<file path="config.mk">
export PLATFORM = sky130hd
export DESIGN_NAME = sram_arb_flat
export DESIGN_NICKNAME = d
export VERILOG_FILES = /design/src/rtl/sram_arb_pkg.sv /design/src/rtl/sram_arb_if.sv /design/src/rtl/sram_arb_rr_arbiter.sv /design/src/rtl/sram_arb.sv /design/src/flat_wrapper.sv
export SDC_FILE = /design/constraint.sdc
export NUM_CORES = 1
export LEC_CHECK = 0
export BUFFER_PORTS_ARGS = -buffer_cell sky130_fd_sc_hd__buf_2
export CAP_MARGIN = 10
export CORE_AREA = 2 2 753 755
export CTS_BUF_LIST = sky130_fd_sc_hd__clkbuf_4 sky130_fd_sc_hd__clkbuf_8
export DETAILED_ROUTE_END_ITERATION = 8
export DIE_AREA = 0 0 755 757
export PLACE_DENSITY = 0.3
export SETUP_SLACK_MARGIN = 0.15
export SYNTH_ARGS = -nofsm -noshare
export SYNTH_HDL_FRONTEND = slang
export SYNTH_HIERARCHICAL = 1
export SYNTH_SLANG_ARGS = --single-unit
</file>
<file path="constraint.sdc">
create_clock -name clk -period 3.85 [get_ports clk]
set_clock_uncertainty 0.2 [all_clocks]
set_input_delay 0.1925 -clock clk [delete_from_list [all_inputs] [get_ports clk]]
set_output_delay 0.1925 -clock clk [all_outputs]
set_load 0.05 [all_outputs]
</file>
<file path="src/rtl/sram_arb_pkg.sv">
// Shared types and sizes for the SRAM line-bus arbiter.
package sram_arb_pkg;

  localparam int unsigned N_REQ    = 3;
  localparam int unsigned LINE_OFF = 5;
  localparam int unsigned ADDR_W   = 32;
  localparam int unsigned TYPE_W   = 6;
  localparam int unsigned LINE_W   = 256;
  localparam int unsigned STRB_W   = 16;
  localparam int unsigned ID_W     = $clog2(N_REQ);
  localparam int unsigned TAG_W    = ADDR_W - LINE_OFF;

  typedef enum logic [1:0] {R_IDLE, R_ISSUE, R_WAIT} r_state_t;
  typedef enum logic       {W_IDLE, W_ISSUE}         w_state_t;

  typedef struct packed {
    logic [ADDR_W-1:0] addr;
    logic [TYPE_W-1:0] typ;
    logic [ID_W-1:0]   id;
  } rd_cmd_t;

  typedef struct packed {
    logic [ADDR_W-1:0] addr;
    logic [LINE_W-1:0] data;
    logic [TYPE_W-1:0] typ;
    logic [STRB_W-1:0] strb;
  } wr_cmd_t;

  // Line tag used for read-after-write hazard detection.
  function automatic logic [TAG_W-1:0] line_of(input logic [ADDR_W-1:0] a);
    return a[ADDR_W-1:LINE_OFF];
  endfunction

endpackage

</file>
<file path="src/rtl/sram_arb_if.sv">
// Upstream requester bus and downstream SRAM line bus.
interface sram_arb_if;
  import sram_arb_pkg::*;

  logic [N_REQ-1:0]        r_req;
  logic [ADDR_W*N_REQ-1:0] r_addr;
  logic [TYPE_W*N_REQ-1:0] r_type;
  logic [N_REQ-1:0]        r_rdy;
  logic [LINE_W-1:0]       re_data;
  logic [N_REQ-1:0]        re_valid;
  logic [N_REQ-1:0]        w_req;
  logic [ADDR_W*N_REQ-1:0] w_addr;
  logic [LINE_W*N_REQ-1:0] w_data;
  logic [TYPE_W*N_REQ-1:0] w_type;
  logic [STRB_W*N_REQ-1:0] w_strb;
  logic [N_REQ-1:0]        w_rdy;

  modport master (output r_req, r_addr, r_type, w_req, w_addr, w_data, w_type, w_strb,
                  input  r_rdy, re_data, re_valid, w_rdy);
  modport slave  (input  r_req, r_addr, r_type, w_req, w_addr, w_data, w_type, w_strb,
                  output r_rdy, re_data, re_valid, w_rdy);
endinterface

interface sram_arb_mem_if;
  import sram_arb_pkg::*;

  logic              m_r_req;
  logic [ADDR_W-1:0] m_r_addr;
  logic [TYPE_W-1:0] m_r_type;
  logic              m_r_rdy;
  logic [LINE_W-1:0] m_re_data;
  logic              m_re_valid;
  logic              m_w_req;
  logic [ADDR_W-1:0] m_w_addr;
  logic [LINE_W-1:0] m_w_data;
  logic [TYPE_W-1:0] m_w_type;
  logic [STRB_W-1:0] m_w_strb;
  logic              m_w_rdy;

  modport master (output m_r_req, m_r_addr, m_r_type, m_w_req, m_w_addr, m_w_data, m_w_type, m_w_strb,
                  input  m_r_rdy, m_re_data, m_re_valid, m_w_rdy);
  modport slave  (input  m_r_req, m_r_addr, m_r_type, m_w_req, m_w_addr, m_w_data, m_w_type, m_w_strb,
                  output m_r_rdy, m_re_data, m_re_valid, m_w_rdy);
endinterface

</file>
<file path="src/rtl/sram_arb_rr_arbiter.sv">
// Round-robin arbiter: one-hot grant starting at the stored pointer; pointer
// moves past the winner only when the caller reports a completed handshake.
module rr_arbiter
  import sram_arb_pkg::*;
(
  input  logic             clk,
  input  logic             rst_n,
  input  logic [N_REQ-1:0] i_req,
  input  logic             i_adv,
  output logic [N_REQ-1:0] o_gnt_c,
  output logic [ID_W-1:0]  o_idx_c
);

  logic [ID_W-1:0] r_ptr;
  logic [ID_W-1:0] w_ptr_nxt;
  logic [ID_W-1:0] w_j;
  logic            w_found;

  always_comb begin
    o_gnt_c = '0;
    o_idx_c = '0;
    w_found = 1'b0;
    w_j     = '0;
    for (int unsigned k = 0; k < N_REQ; k++) begin
      w_j = ID_W'((32'(r_ptr) + k) % N_REQ);
      if (!w_found && i_req[w_j]) begin
        w_found      = 1'b1;
        o_gnt_c[w_j] = 1'b1;
        o_idx_c      = w_j;
      end
    end
  end

  assign w_ptr_nxt = (o_idx_c == ID_W'(N_REQ - 1)) ? '0 : o_idx_c + ID_W'(1);

  always_ff @(posedge clk or negedge rst_n) begin
    if (!rst_n)                  r_ptr <= '0;
    else if (i_adv && w_found)   r_ptr <= w_ptr_nxt;
  end

endmodule

</file>
<file path="src/rtl/sram_arb.sv">
// Shares one downstream SRAM line bus among N_REQ requesters with independent
// read/write channels, a one-entry posted write buffer and RAW line blocking.
module sram_arb
  import sram_arb_pkg::*;
(
  input  logic           clk,
  input  logic           rst_n,
  sram_arb_if.slave      up,
  sram_arb_mem_if.master dn
);

  logic [N_REQ-1:0] w_rgnt;
  logic [N_REQ-1:0] w_wgnt;
  logic [ID_W-1:0]  w_ridx;
  logic [ID_W-1:0]  w_widx;
  logic             w_rd_go;
  logic             w_wr_go;
  logic             w_re_fire;
  logic             w_haz;

  r_state_t r_rstate, w_rstate_nxt;
  w_state_t r_wstate, w_wstate_nxt;
  rd_cmd_t  r_rcmd, w_rcmd_nxt, w_rcmd_in;
  wr_cmd_t  r_wbuf, w_wbuf_nxt, w_wcmd_in;
  logic     r_m_r_req, w_m_r_req_nxt;
  logic     r_wbuf_vld, w_wbuf_vld_nxt;

  rr_arbiter u_rd_arb (
    .clk    (clk),
    .rst_n  (rst_n),
    .i_req  (up.r_req),
    .i_adv  (w_rd_go),
    .o_gnt_c(w_rgnt),
    .o_idx_c(w_ridx)
  );

  rr_arbiter u_wr_arb (
    .clk    (clk),
    .rst_n  (rst_n),
    .i_req  (up.w_req),
    .i_adv  (w_wr_go),
    .o_gnt_c(w_wgnt),
    .o_idx_c(w_widx)
  );

  // Payload of the current winner on each channel.
  always_comb begin
    w_rcmd_in.addr = up.r_addr[32'(w_ridx)*ADDR_W +: ADDR_W];
    w_rcmd_in.typ  = up.r_type[32'(w_ridx)*TYPE_W +: TYPE_W];
    w_rcmd_in.id   = w_ridx;
    w_wcmd_in.addr = up.w_addr[32'(w_widx)*ADDR_W +: ADDR_W];
    w_wcmd_in.data = up.w_data[32'(w_widx)*LINE_W +: LINE_W];
    w_wcmd_in.typ  = up.w_type[32'(w_widx)*TYPE_W +: TYPE_W];
    w_wcmd_in.strb = up.w_strb[32'(w_widx)*STRB_W +: STRB_W];
  end

  // A read must not overtake an undrained or just-accepted write to its line.
  assign w_haz = (r_wbuf_vld && (line_of(w_rcmd_in.addr) == line_of(r_wbuf.addr))) ||
                 (w_wr_go    && (line_of(w_rcmd_in.addr) == line_of(w_wcmd_in.addr)));

  always_comb begin
    w_wstate_nxt   = r_wstate;
    w_wbuf_nxt     = r_wbuf;
    w_wbuf_vld_nxt = r_wbuf_vld;
    w_wr_go        = 1'b0;
    unique case (r_wstate)
      W_IDLE: begin
        if (rst_n && (|w_wgnt)) begin
          w_wr_go        = 1'b1;
          w_wbuf_nxt     = w_wcmd_in;
          w_wbuf_vld_nxt = 1'b1;
          w_wstate_nxt   = W_ISSUE;
        end
      end
      W_ISSUE: begin
        if (dn.m_w_rdy) begin
          w_wbuf_vld_nxt = 1'b0;
          w_wstate_nxt   = W_IDLE;
        end
      end
      default: w_wstate_nxt = W_IDLE;
    endcase
  end

  always_comb begin
    w_rstate_nxt  = r_rstate;
    w_rcmd_nxt    = r_rcmd;
    w_m_r_req_nxt = r_m_r_req;
    w_rd_go       = 1'b0;
    w_re_fire     = 1'b0;
    unique case (r_rstate)
      R_IDLE: begin
        if (rst_n && (|w_rgnt) && !w_haz) begin
          w_rd_go       = 1'b1;
          w_rcmd_nxt    = w_rcmd_in;
          w_m_r_req_nxt = 1'b1;
          w_rstate_nxt  = R_ISSUE;
        end
      end
      R_ISSUE: begin
        if (dn.m_r_rdy) begin
          w_m_r_req_nxt = 1'b0;
          w_rstate_nxt  = R_WAIT;
        end
      end
      R_WAIT: begin
        if (dn.m_re_valid) begin
          w_re_fire    = 1'b1;
          w_rstate_nxt = R_IDLE;
        end
      end
      default: w_rstate_nxt = R_IDLE;
    endcase
  end

  always_ff @(posedge clk or negedge rst_n) begin
    if (!rst_n) begin
      r_rstate  <= R_IDLE;
      r_rcmd    <= '0;
      r_m_r_req <= 1'b0;
    end else begin
      r_rstate  <= w_rstate_nxt;
      r_rcmd    <= w_rcmd_nxt;
      r_m_r_req <= w_m_r_req_nxt;
    end
  end

  always_ff @(posedge clk or negedge rst_n) begin
    if (!rst_n) begin
      r_wstate   <= W_IDLE;
      r_wbuf     <= '0;
      r_wbuf_vld <= 1'b0;
    end else begin
      r_wstate   <= w_wstate_nxt;
      r_wbuf     <= w_wbuf_nxt;
      r_wbuf_vld <= w_wbuf_vld_nxt;
    end
  end

  assign up.r_rdy    = w_rd_go ? w_rgnt : '0;
  assign up.w_rdy    = w_wr_go ? w_wgnt : '0;
  assign up.re_valid = w_re_fire ? (N_REQ'(1) << r_rcmd.id) : '0;
  assign up.re_data  = w_re_fire ? dn.m_re_data : '0;

  assign dn.m_r_req  = r_m_r_req;
  assign dn.m_r_addr = r_rcmd.addr;
  assign dn.m_r_type = r_rcmd.typ;
  assign dn.m_w_req  = r_wbuf_vld;
  assign dn.m_w_addr = r_wbuf.addr;
  assign dn.m_w_data = r_wbuf.data;
  assign dn.m_w_type = r_wbuf.typ;
  assign dn.m_w_strb = r_wbuf.strb;

  // A read return is only legal once the request has been accepted downstream.
  a_no_early_return: assert property (@(posedge clk) disable iff (!rst_n)
    (r_rstate == R_ISSUE) |-> !dn.m_re_valid);

endmodule

</file>
<file path="src/flat_wrapper.sv">
// flat-port wrapper written by rule: the top's interface ports become plain ports
module sram_arb_flat import sram_arb_pkg::*;
  (clk, rst_n, up_r_req, up_r_addr, up_r_type, up_w_req, up_w_addr, up_w_data, up_w_type, up_w_strb, up_r_rdy, up_re_data, up_re_valid, up_w_rdy, dn_m_r_req, dn_m_r_addr, dn_m_r_type, dn_m_w_req, dn_m_w_addr, dn_m_w_data, dn_m_w_type, dn_m_w_strb, dn_m_r_rdy, dn_m_re_data, dn_m_re_valid, dn_m_w_rdy);
  sram_arb_if up_i ();
  sram_arb_mem_if dn_i ();
  input  logic clk;
  input  logic rst_n;
  input wire logic [$bits(up_i.r_req)-1:0] up_r_req;
  input wire logic [$bits(up_i.r_addr)-1:0] up_r_addr;
  input wire logic [$bits(up_i.r_type)-1:0] up_r_type;
  input wire logic [$bits(up_i.w_req)-1:0] up_w_req;
  input wire logic [$bits(up_i.w_addr)-1:0] up_w_addr;
  input wire logic [$bits(up_i.w_data)-1:0] up_w_data;
  input wire logic [$bits(up_i.w_type)-1:0] up_w_type;
  input wire logic [$bits(up_i.w_strb)-1:0] up_w_strb;
  output wire logic [$bits(up_i.r_rdy)-1:0] up_r_rdy;
  output wire logic [$bits(up_i.re_data)-1:0] up_re_data;
  output wire logic [$bits(up_i.re_valid)-1:0] up_re_valid;
  output wire logic [$bits(up_i.w_rdy)-1:0] up_w_rdy;
  output wire logic [$bits(dn_i.m_r_req)-1:0] dn_m_r_req;
  output wire logic [$bits(dn_i.m_r_addr)-1:0] dn_m_r_addr;
  output wire logic [$bits(dn_i.m_r_type)-1:0] dn_m_r_type;
  output wire logic [$bits(dn_i.m_w_req)-1:0] dn_m_w_req;
  output wire logic [$bits(dn_i.m_w_addr)-1:0] dn_m_w_addr;
  output wire logic [$bits(dn_i.m_w_data)-1:0] dn_m_w_data;
  output wire logic [$bits(dn_i.m_w_type)-1:0] dn_m_w_type;
  output wire logic [$bits(dn_i.m_w_strb)-1:0] dn_m_w_strb;
  input wire logic [$bits(dn_i.m_r_rdy)-1:0] dn_m_r_rdy;
  input wire logic [$bits(dn_i.m_re_data)-1:0] dn_m_re_data;
  input wire logic [$bits(dn_i.m_re_valid)-1:0] dn_m_re_valid;
  input wire logic [$bits(dn_i.m_w_rdy)-1:0] dn_m_w_rdy;
  assign up_i.r_req = up_r_req;
  assign up_i.r_addr = up_r_addr;
  assign up_i.r_type = up_r_type;
  assign up_i.w_req = up_w_req;
  assign up_i.w_addr = up_w_addr;
  assign up_i.w_data = up_w_data;
  assign up_i.w_type = up_w_type;
  assign up_i.w_strb = up_w_strb;
  assign up_r_rdy = up_i.r_rdy;
  assign up_re_data = up_i.re_data;
  assign up_re_valid = up_i.re_valid;
  assign up_w_rdy = up_i.w_rdy;
  assign dn_m_r_req = dn_i.m_r_req;
  assign dn_m_r_addr = dn_i.m_r_addr;
  assign dn_m_r_type = dn_i.m_r_type;
  assign dn_m_w_req = dn_i.m_w_req;
  assign dn_m_w_addr = dn_i.m_w_addr;
  assign dn_m_w_data = dn_i.m_w_data;
  assign dn_m_w_type = dn_i.m_w_type;
  assign dn_m_w_strb = dn_i.m_w_strb;
  assign dn_i.m_r_rdy = dn_m_r_rdy;
  assign dn_i.m_re_data = dn_m_re_data;
  assign dn_i.m_re_valid = dn_m_re_valid;
  assign dn_i.m_w_rdy = dn_m_w_rdy;
  sram_arb u_core (.clk(clk), .rst_n(rst_n), .up(up_i), .dn(dn_i));
endmodule
</file>
* Word level (Yosys, flattened, before mapping)
Cells that the tools add are included.
** Operators by class
- Add/sub/neg operators :: 6
- $mul :: 2
- Div/mod/pow operators :: 6
- $lt $le $gt $ge :: 12
- Eq/ne operators :: 11
- Shift operators :: 7
- Multiplexer cells :: 66
- Bitwise operators :: 5
- Reductions and logical operators :: 32
** Operators with widths (number)
- $shiftx 768x11->256 :: 1
- $mux 256 :: 1
- $shiftx 96x8->32 :: 2
- $mod 32x2->32 const B :: 4
- $mod 2x2->32 const B :: 2
- $eq 27x27->1 :: 2
- $shiftx 48x7->16 :: 1
- $shiftx 18x6->6 :: 2
- $mux 1 :: 29
- $mux 3 :: 9
- $mux 2 :: 11
- $lt 2x3->1 const B :: 6
- $logic_and 1x1->1 :: 17
- $bmux 1 s2 :: 6
- $demux 1 s2 :: 6
- $ge 2x1->1 const B :: 6
- $or 3x3->3 :: 4
- $mul 2x2->4 const B :: 2
- $add 2x1->3 const B :: 2
- $add 2x2->3 const B :: 2
- $eq 2x2->1 const B :: 3
- $ne 2x2->1 const B :: 3
- $pmux 1 s2 :: 3
- $pmux 2 s3 :: 1
- other kinds (12) :: 22
** Storage, ports and cells
- Register bits after elaboration :: 359
- Latch bits :: 0
- RAM bits :: 0
- Bits in read-only memories :: 0
- Input port bits :: 1311
- Output and inout bits :: 615
- Logic and storage cells :: 160
- Memories :: 0

* Depth between registers and ports, before layout
Gate-level depths: netlist of run 1.
- Depth after elaboration :: 21
- Mapped depth :: 20
- Gate-level depth less buffers :: 17

* Hierarchy
Netlist of run 1, hierarchy kept.
** By module, submodules not included
- sram_arb :: times used 1, cells an instance 2693, area an instance 22422.8 um2, seq. area each 8883.5 um2
- rr_arbiter (u_core.u_wr_arb) :: times used 1, cells an instance 56, area an instance 457.9 um2, seq. area each 50.0 um2
- rr_arbiter (u_core.u_rd_arb) :: times used 1, cells an instance 53, area an instance 430.4 um2, seq. area each 50.0 um2

* Worst setup path after synthesis of run 1
Ideal clock, no wire load.
- Kind :: register to output
- Start point :: register u_core.u_wr_arb.r_ptr[0]
- End point :: output port up_r_rdy[0]
- Arrival time :: 3677 ps
- Required time :: 3457 ps
- Path slack :: -219 ps
- Cell stages (with the launch flop) :: 19
- Path buffers :: 4
- Cells stage by stage :: dfrtp_1 -> inv_1 -> ha_1 -> buf_2 -> o211ai_1 -> o311ai_1 -> o21a_1 -> a21oi_1 -> buf_2 -> buf_2 -> mux2i_1 -> o2bb2ai_1 -> xor2_1 -> nor4_1 -> nand4_1 -> nor4_4 -> nor2_4 -> buf_2 -> and2_1
** Between the ends
- Elaborated cells on any way between the ends :: 53
- Those cells by class :: add/sub: 2; div: 3; order compare: 6; eq/ne: 1; shift: 1; mux: 25; bitwise: 2; reduce/logical: 13
** RTL lines
- from (decl) :: line sram_arb_rr_arbiter.sv:14 : logic [ID_W-1:0] r_ptr;
- from (signal assigned) :: line sram_arb_rr_arbiter.sv:38 : else if (i_adv && w_found) r_ptr <= w_ptr_nxt;
- parallel branches: the longest is 9 deep, another holds $mod 32x2->32
- $mux 2 (*) :: line sram_arb_rr_arbiter.sv:26 : if (!w_found && i_req[w_j]) begin
- via u_core.w_widx[0] :: line sram_arb.sv:15 : logic [ID_W-1:0] w_widx;
- $shiftx 96x8->32 (*) :: line sram_arb.sv:51 : w_wcmd_in.addr = up.w_addr[32'(w_widx)*ADDR_W +: ADDR_W];
- $eq 27x27->1 (*) :: line sram_arb.sv:59 : (w_wr_go && (line_of(w_rcmd_in.addr) == line_of(w_wcmd_in.addr)));
- $logic_and 1x1->1 (*) :: line sram_arb.sv:59
- $logic_or 1x1->1 (*) :: line sram_arb.sv:58 : assign w_haz = (r_wbuf_vld && (line_of(w_rcmd_in.addr) == line_of(r_wbuf.addr))) ||
- $logic_not 1->1 (*) :: line sram_arb.sv:93 : if (rst_n && (|w_rgnt) && !w_haz) begin
- $logic_and 1x1->1 (*) :: line sram_arb.sv:93
- $mux 1 (*) :: line sram_arb.sv:93
- $mux 1 (*) :: line sram_arb.sv:91 : unique case (r_rstate)
- via u_core.w_rd_go :: line sram_arb.sv:16 : logic w_rd_go;
- $mux 3 (*) :: line sram_arb.sv:140 : assign up.r_rdy = w_rd_go ? w_rgnt : '0;
- to (decl) :: line flat_wrapper.sv:16 : output wire logic [$bits(up_i.r_rdy)-1:0] up_r_rdy;
Mark *: on every way through the listed nets, which the timed path passes. The select of a mux whose other input is x is not followed.

==> results of run 1 <==
==> path summary, 6_finish.rpt <==
kind                                                           start                                  end  cells past startpoint
worst min-delay path                                  up_w_data[320]   u_core/dn.m_w_data[64]$_DFFE_PN0P_                      6
worst max-delay path            u_core/u_rd_arb/r_ptr[0]$_DFFE_PN0P_    u_core/dn.m_r_addr[0]$_DFFE_PN0N_                     27
worst min register to register   u_core/dn.m_w_data[223]$_DFFE_PN0P_  u_core/dn.m_w_data[223]$_DFFE_PN0P_                      2
min in group asynchronous                                      rst_n   u_core/dn.m_w_addr[19]$_DFFE_PN0P_                      4
worst max register to register  u_core/u_rd_arb/r_ptr[0]$_DFFE_PN0P_    u_core/dn.m_r_addr[0]$_DFFE_PN0N_                     27
max in group asynchronous                                      rst_n  u_core/dn.m_w_data[246]$_DFFE_PN0P_                      6
==> placed cells by master (no fill, tap or decap), types with 27 or more instances in the layout <==
| master | instances |
|---|---|
| dlygate4sd3_1 | 1381 |
| dfrtp_1 | 358 |
| and2_1 | 256 |
| buf_4 | 213 |
| o21ai_0 | 318 |
| nand2_1 | 390 |
| buf_2 | 1918 |
| nor2_1 | 288 |
| diode_2 | 343 |
| a21oi_1 | 278 |
| clkbuf_8 | 99 |
| clkbuf_4 | 27 |
| mux2i_1 | 333 |
| buf_12 | 30 |
==> timing repair <==
item | CTS | global route
hold endpoints to repair | 656 | 0
resized for setup | 140 | 54
hold buffers | 1382 | 0
cloned | 15 | 12
endpoints found under the setup margin | 238 | 110
pin swaps | 27 | 16
setup buffers | 29 | 27
==> per-layer routing <==
metal,track usage [%],part of all wire [%],routed length [um]
met3,8.48,13,59100
met2,23.4,45,200000
met1,15.3,35,158000
met4,7.50,5.9,26500
met5,0.370,0.58,2570
==> area by class of cell <==
type	instances	area share [%]
Inverter	25	0.153
Timing Repair Buffer	3621	43.9
Tap cell	7506	15.1
Antenna cell	343	1.38
Clock inverter	16	0.319
Sequential cell	359	14.5
Multi-Input combinational cell	2158	22.1
Clock buffer	126	2.52
==> through the flow <==
step	setup slack, ns	TNS, ns	power [W]	hold slack (ns)
floorplan	0.0843	0	0.0236	-0.303
global placement	-0.724	-31.36	0.0365	0.170
detailed placement	-0.671	-29.63	0.0365	0.172
CTS	-1.09	-39.99	0.0463	0.000121
global route	-1.26	-50.73	0.0494	0.0337
finish	-1.05	-44.57	0.0467	0.125
==> cells by family (layout without fill, tap and decap cells) <==
logic type	Yosys count	count (layout)	share of synthesized area (%)
adders and majority gates	8	8	0.429
buffers and inverters	285	3788	5.58
DFF	359	359	38.5
other	0	343	0
AOI/OAI and AO/OA	708	708	16.6
xor gates and xnor gates	40	40	1.50
and+or+nand+nor	1004	1004	19.8
muxes	398	398	17.5
==> state kept, by name, summed over array words and instances (netlist names), 2 cells and up <==
name                   cells
u_core/r_rstate            2
u_core/u_rd_arb/r_ptr      2
u_core/dn.m_r_type         6
u_core/r_rcmd              2
u_core/u_wr_arb/r_ptr      2
u_core/dn.m_w_data       256
u_core/dn.m_w_type         6
u_core/dn.m_w_strb        16
u_core/dn.m_w_addr        32
u_core/dn.m_r_addr        32
==> worst register-to-register path: stages, from the launching register on <==
cell and delay, ns:
dfrtp_2 0.43, inv_2 0.09, ha_4 0.22, and2b_1 0.15
o211ai_1 0.15, buf_4 0.16, o21ai_4 0.07, buf_6 0.13
buf_6 0.12, buf_16 0.14, buf_8 0.13, mux2i_4 0.19
o2bb2ai_4 0.14, buf_6 0.13, o2111ai_4 0.12, nor4b_4 0.29
nand4_1 0.23, o21ai_2 0.27, nor2_4 0.10, buf_4 0.15
buf_6 0.11, buf_6 0.10, buf_6 0.10, buf_6 0.11
buf_12 0.14, buf_12 0.15, buf_16 0.15, mux2_1 0.30
==> power by group through the flow <==
| stage | combinational (W) | clock, W | sequential [W] |
|---|---|---|---|
| after floorplan | 0.0118 | 0 | 0.0118 |
| after global placement | 0.0295 | 0 | 0.00700 |
| after detailed placement | 0.0295 | 0 | 0.00701 |
| after CTS | 0.0338 | 0.00558 | 0.00699 |
| after global routing | 0.0365 | 0.00568 | 0.00719 |
| final | 0.0344 | 0.00529 | 0.00700 |
==> out/qor.txt, run 1 <==
Drt first-iter violations = 2476
PnR worst setup slack = -1.05 ns
Final Non-Filler Cells = 14.2k
Area occupied by multi-input gates = 13700 sq um
Clock Pin Slew Worst Setup and Hold Paths = 0.06 ns
First-pass GRT wire length = 520000 um
Sequential cell area = 8980 sq um
Routed via count = 39.5k
Die width = 755 um
Synth Instances = 2802
Buf/Inv on CP = 15
Min-delay worst type = in -> reg
Failing checks = negative setup slack
CP Data Arrival Time = 5.47 ns
Count leader, synth = nand2_1
Clock sink count = 359
Seq/Total Area, Yosys = 38.5%
Status = finished with violations
Final net count = 7570
DIE AREA = 572000 sq um
HPWL Detailed = 389000 um
Total of max-cap violations = 0
CP startpoint kind = register
Tcrit/Tclk final = 127%
Critical path type = reg -> reg
Antenna-violating nets left = 0
Vias in the first global route = 38.9k
Clk buf depth = 4
Placed Cells = 12.2k
Area grow syn2layout = 166%
Num CTS Buffers = 86
Internal Power = 0.0198 W
Drt first pass iters = 7
Library cells used by synthesis = 64
Ys Warns = 6
TritonCTS clock tree = yes
Clock period minus worst slack = 4.90 ns
Worst path slowest cell = dfrtp_2
Post-DR vias/cell = 2.79
Clock root cell = clkbuf_8
LEAKAGE = 27.2 nW
Slowest stage delay, CP = 0.43 ns
Initial antenna violation count = 583
Max frequency = 204 MHz
# port buffers = 1925
Drt wl/cell = 31.6 um
Row cnt = 276
Critical path peak fanout = 8
Final hold vios = 0
Worst setup EP type = register
Top cells by count, synth = nand2_1, dfrtp_1, mux2i_1
Pwr Density = 754 nW/um^2
Post-layout util = 11.0%
DRT Wirelength = 447000 um
Avg Inst Size Synth = 8.32 sq um
Starting Density = 4.14%
I/O pin total = 1926
Req. time, crit path = 4.42 ns
Core area = 563000 sq um
RSZ-0062 raised after global routing = yes
Ranking of synthesized cells by area = dfrtp_1, mux2i_1, o21ai_0
R2R Setup Slk = -1.05 ns
Gate power share = 73.7%
Cell Area, Placed = 43500 sq um
Worst-Skew Late Latency = 0.92 ns
Sw Share = 57.6%
Synth Register Bits = 359
Post-Syn Area = 23300 sq um
Final setup fails = 46
Top cell type by total area after synthesis = dfrtp_1
Peak supply drop = 0.486 mV
Synth top area share = 38.5%
Least-Margin Pin Slew = 0.931 ns
Syn_nets = 4121
Slew Limit Fails = 0
DRC = 0
Max_slew headroom = 37.9%
Largest net degree at the start of global routing = 103
Most common cell on crit path = buf_6
Final instance area = 62000 sq um
Sw power = 0.0269 W
GPL Wtd Cong = 0.934
Top delay family on crit path = buffers and inverters
H-tree depth = 3
Overflow after GRT = 0
Post-synth EDFFs = 0
Layout cell share with drive strength beyond 1 = 39.7%
Synth Flop Type = dfrtp_1
Fillers = 65.7k
Die Y = 757 um
Ys async rst share = 100%
Gr usage total = 14.7%
Clock share of power = 11.3%
Reg power frac = 15.0%
Note: power is estimated with default switching activity, not from simulation.
==> run 2, diff against run 1 <==
--- a/config.mk
+++ b/config.mk
@@ -12,6 +12,7 @@
 export DETAILED_ROUTE_END_ITERATION = 8
 export DIE_AREA = 0 0 755 757
 export PLACE_DENSITY = 0.3
+export RECOVER_POWER = 100
 export SETUP_SLACK_MARGIN = 0.15
 export SYNTH_ARGS = -nofsm -noshare
 export SYNTH_HDL_FRONTEND = slang
==> run 2 against run 1 <==
The run ends with max-capacitance violations, max-slew violations, negative setup slack left. Flip-flop and latch count unchanged. Die area unchanged. Sequential share of layout area increased by 0.13 points. Largest cell class unchanged. Combinational power decreased by 1%. Design area decreased by 0.88%. Cell count about the same. Fmax decreased by 0.16%. Total power decreased by 1.2%. Wire length about the same.
==> out/qor.txt, run 2 (same netlist as run 1, synthesis figures left out) <==
Total of max-cap violations = 3
H-tree depth = 3
Drt first-iter violations = 2708
Initial antenna violation count = 584
Starting Density = 4.14%
CP Data Arrival Time = 5.48 ns
Min-delay worst type = in -> reg
Slew Limit Fails = 1
Row cnt = 276
Layout cell share with drive strength beyond 1 = 34.0%
Critical path peak fanout = 8
Antenna-violating nets left = 0
PnR worst setup slack = -1.06 ns
Drt wl/cell = 31.6 um
Post-DR vias/cell = 2.79
Routed via count = 39.4k
Worst-Skew Late Latency = 0.93 ns
Clock Pin Slew Worst Setup and Hold Paths = 0.06 ns
Clock sink count = 359
I/O pin total = 1926
Worst setup EP type = register
GPL Wtd Cong = 0.934
Cell Area, Placed = 43500 sq um
Max frequency = 204 MHz
Vias in the first global route = 38.9k
R2R Setup Slk = -1.06 ns
First-pass GRT wire length = 520000 um
Hold WS = 0.120 ns
DIE AREA = 572000 sq um
Max reg flops = 256
Status = finished with violations
CP endpoint = u_core/dn.m_r_addr[0]$_DFFE_PN0N_
FF-to-FF End = u_core/dn.m_r_addr[0]$_DFFE_PN0N_
Area grow syn2layout = 164%
Most frequent cells in the layout = buf_2, dlygate4sd3_1, nand2_1, clkbuf_1, dfrtp_1
Min-delay src = up_w_data[607]
Die Y = 757 um
TritonCTS clock tree = yes
Tcrit/Tclk final = 128%
Final Non-Filler Cells = 14.2k
Final setup fails = 368
Failing checks = max-capacitance violations, max-slew violations, negative setup slack
Critical path type = reg -> reg
Final net count = 7570
Reg2reg start = u_core/u_rd_arb/r_ptr[0]$_DFFE_PN0P_
Overflow after GRT = 0
Clock period minus worst slack = 4.91 ns
Area occupied by multi-input gates = 13700 sq um
Placed Cells = 12.2k
DRT Wirelength = 447000 um
Largest net degree at the start of global routing = 103
Req. time, crit path = 4.42 ns
Clock root cell = clkbuf_8
DRC = 0
Final hold vios = 0
Least-Margin Pin Slew = 1.54 ns
# port buffers = 1925
Pwr Density = 751 nW/um^2
Max_slew headroom = -2.10%
Most common cell after layout, fill and taps aside = buf_2
Peak supply drop = 0.481 mV
Fillers = 65.9k
Clk buf depth = 4
Drt first pass iters = 5
Setup TNS = -99.15 ns
Gr usage total = 14.7%
Final instance area = 61500 sq um
Critical Path Source = u_core/u_rd_arb/r_ptr[0]$_DFFE_PN0P_
Die width = 755 um
Sequential cell area = 8980 sq um
Num CTS Buffers = 86
HPWL Detailed = 389000 um
Core area = 563000 sq um
RSZ-0062 raised after global routing = yes
Worst R2R Path Depth = 27
LEAKAGE = 25.9 nW
CP startpoint kind = register
-- run 2: cell types whose count changed in the layout (fill, tap and decap cells not counted), moves of 4 or more --
cell	change
clkbuf_2	+10
diode_2	-4
buf_2	-364
clkbuf_1	+359
buf_4	-7
-- run 2: worst min path at each step --
stage,slack (ns),to,depth (start not counted)
6_report,0.12,u_core/dn.m_w_data[95]$_DFFE_PN0P_,4
5_1_grt,0.03,u_core/dn.m_w_data[171]$_DFFE_PN0P_,4
4_1_cts,0.0001,u_core/dn.m_w_data[11]$_DFFE_PN0P_,4
3_5_place_dp,0.17,u_core/dn.m_w_data[167]$_DFFE_PN0P_,2
3_3_place_gp,0.17,u_core/dn.m_w_data[167]$_DFFE_PN0P_,2
2_1_floorplan,-0.30,u_core/dn.m_r_addr[0]$_DFFE_PN0N_,0
-- run 2: final cells by class --
cell class | count | share of cell area, %
Timing Repair Buffer | 3621 | 43.5
Multi-Input combinational cell | 2158 | 22.2
Tap cell | 7506 | 15.3
Sequential cell | 359 | 14.6
Clock buffer | 126 | 2.55
Antenna cell | 339 | 1.38
Clock inverter | 16 | 0.322
Inverter | 25 | 0.155
-- run 2: worst max-delay path, stage by stage, from the launching register on --
cell and delay, ns:
dfrtp_2 0.43, inv_2 0.09, ha_4 0.22, and2b_1 0.15, o211ai_1 0.15, buf_4 0.16, o21ai_4 0.07, buf_6 0.13
buf_6 0.12, buf_16 0.13, buf_8 0.13, mux2i_4 0.19, o2bb2ai_4 0.14, buf_6 0.13, o2111ai_4 0.12, nor4b_4 0.29
nand4_1 0.23, o21ai_2 0.27, nor2_4 0.10, buf_4 0.15, buf_6 0.11, buf_6 0.10, buf_6 0.10, buf_6 0.11
buf_12 0.14, buf_12 0.14, buf_16 0.13, mux2_1 0.30
-- run 2: timing repair --
action                                 4_1_cts  5_1_grt
buffers inserted                            29       27
gates cloned                                15       12
gates resized for setup                    140       54
setup endpoints to repair                  238      110
hold buffers                              1382        0
endpoints found under the hold margin      656        0
pin swaps                                   27       16
-- run 2: per-stage QoR --
stage / utilization (%) / total power, W / worst slack (ns)
floorplan: - / 0.0236 / 0.0843
global placement: 7.71 / 0.0365 / -0.724
detailed placement: 7.71 / 0.0365 / -0.671
CTS: 10.7 / 0.0463 / -1.09
global route: 10.9 / 0.0489 / -1.26
finish: 10.9 / 0.0462 / -1.06
-- run 2: where the power goes --
group / internal [W] / leakage, nW / total [W] / switching [W]
clock: 0.00285 / 0.933 / 0.00529 / 0.00244
sequential: 0.00564 / 4.48 / 0.00705 / 0.00141
combinational: 0.0108 / 20.5 / 0.0339 / 0.0231
total: 0.0193 / 25.9 / 0.0462 / 0.0269
-- run 2: routing by layer --
layer | wire length (um) | vias to the layer above | GRT usage, % | part of all wire [%]
met5 | 2520 | - | 0.370 | 0.56
met4 | 27400 | 360 | 7.50 | 6.1
met2 | 199000 | 2592 | 23.4 | 45
met1 | 158000 | 18500 | 15.3 | 35
li1 | - | 16900 | - | -
met3 | 60000 | 1129 | 8.48 | 13
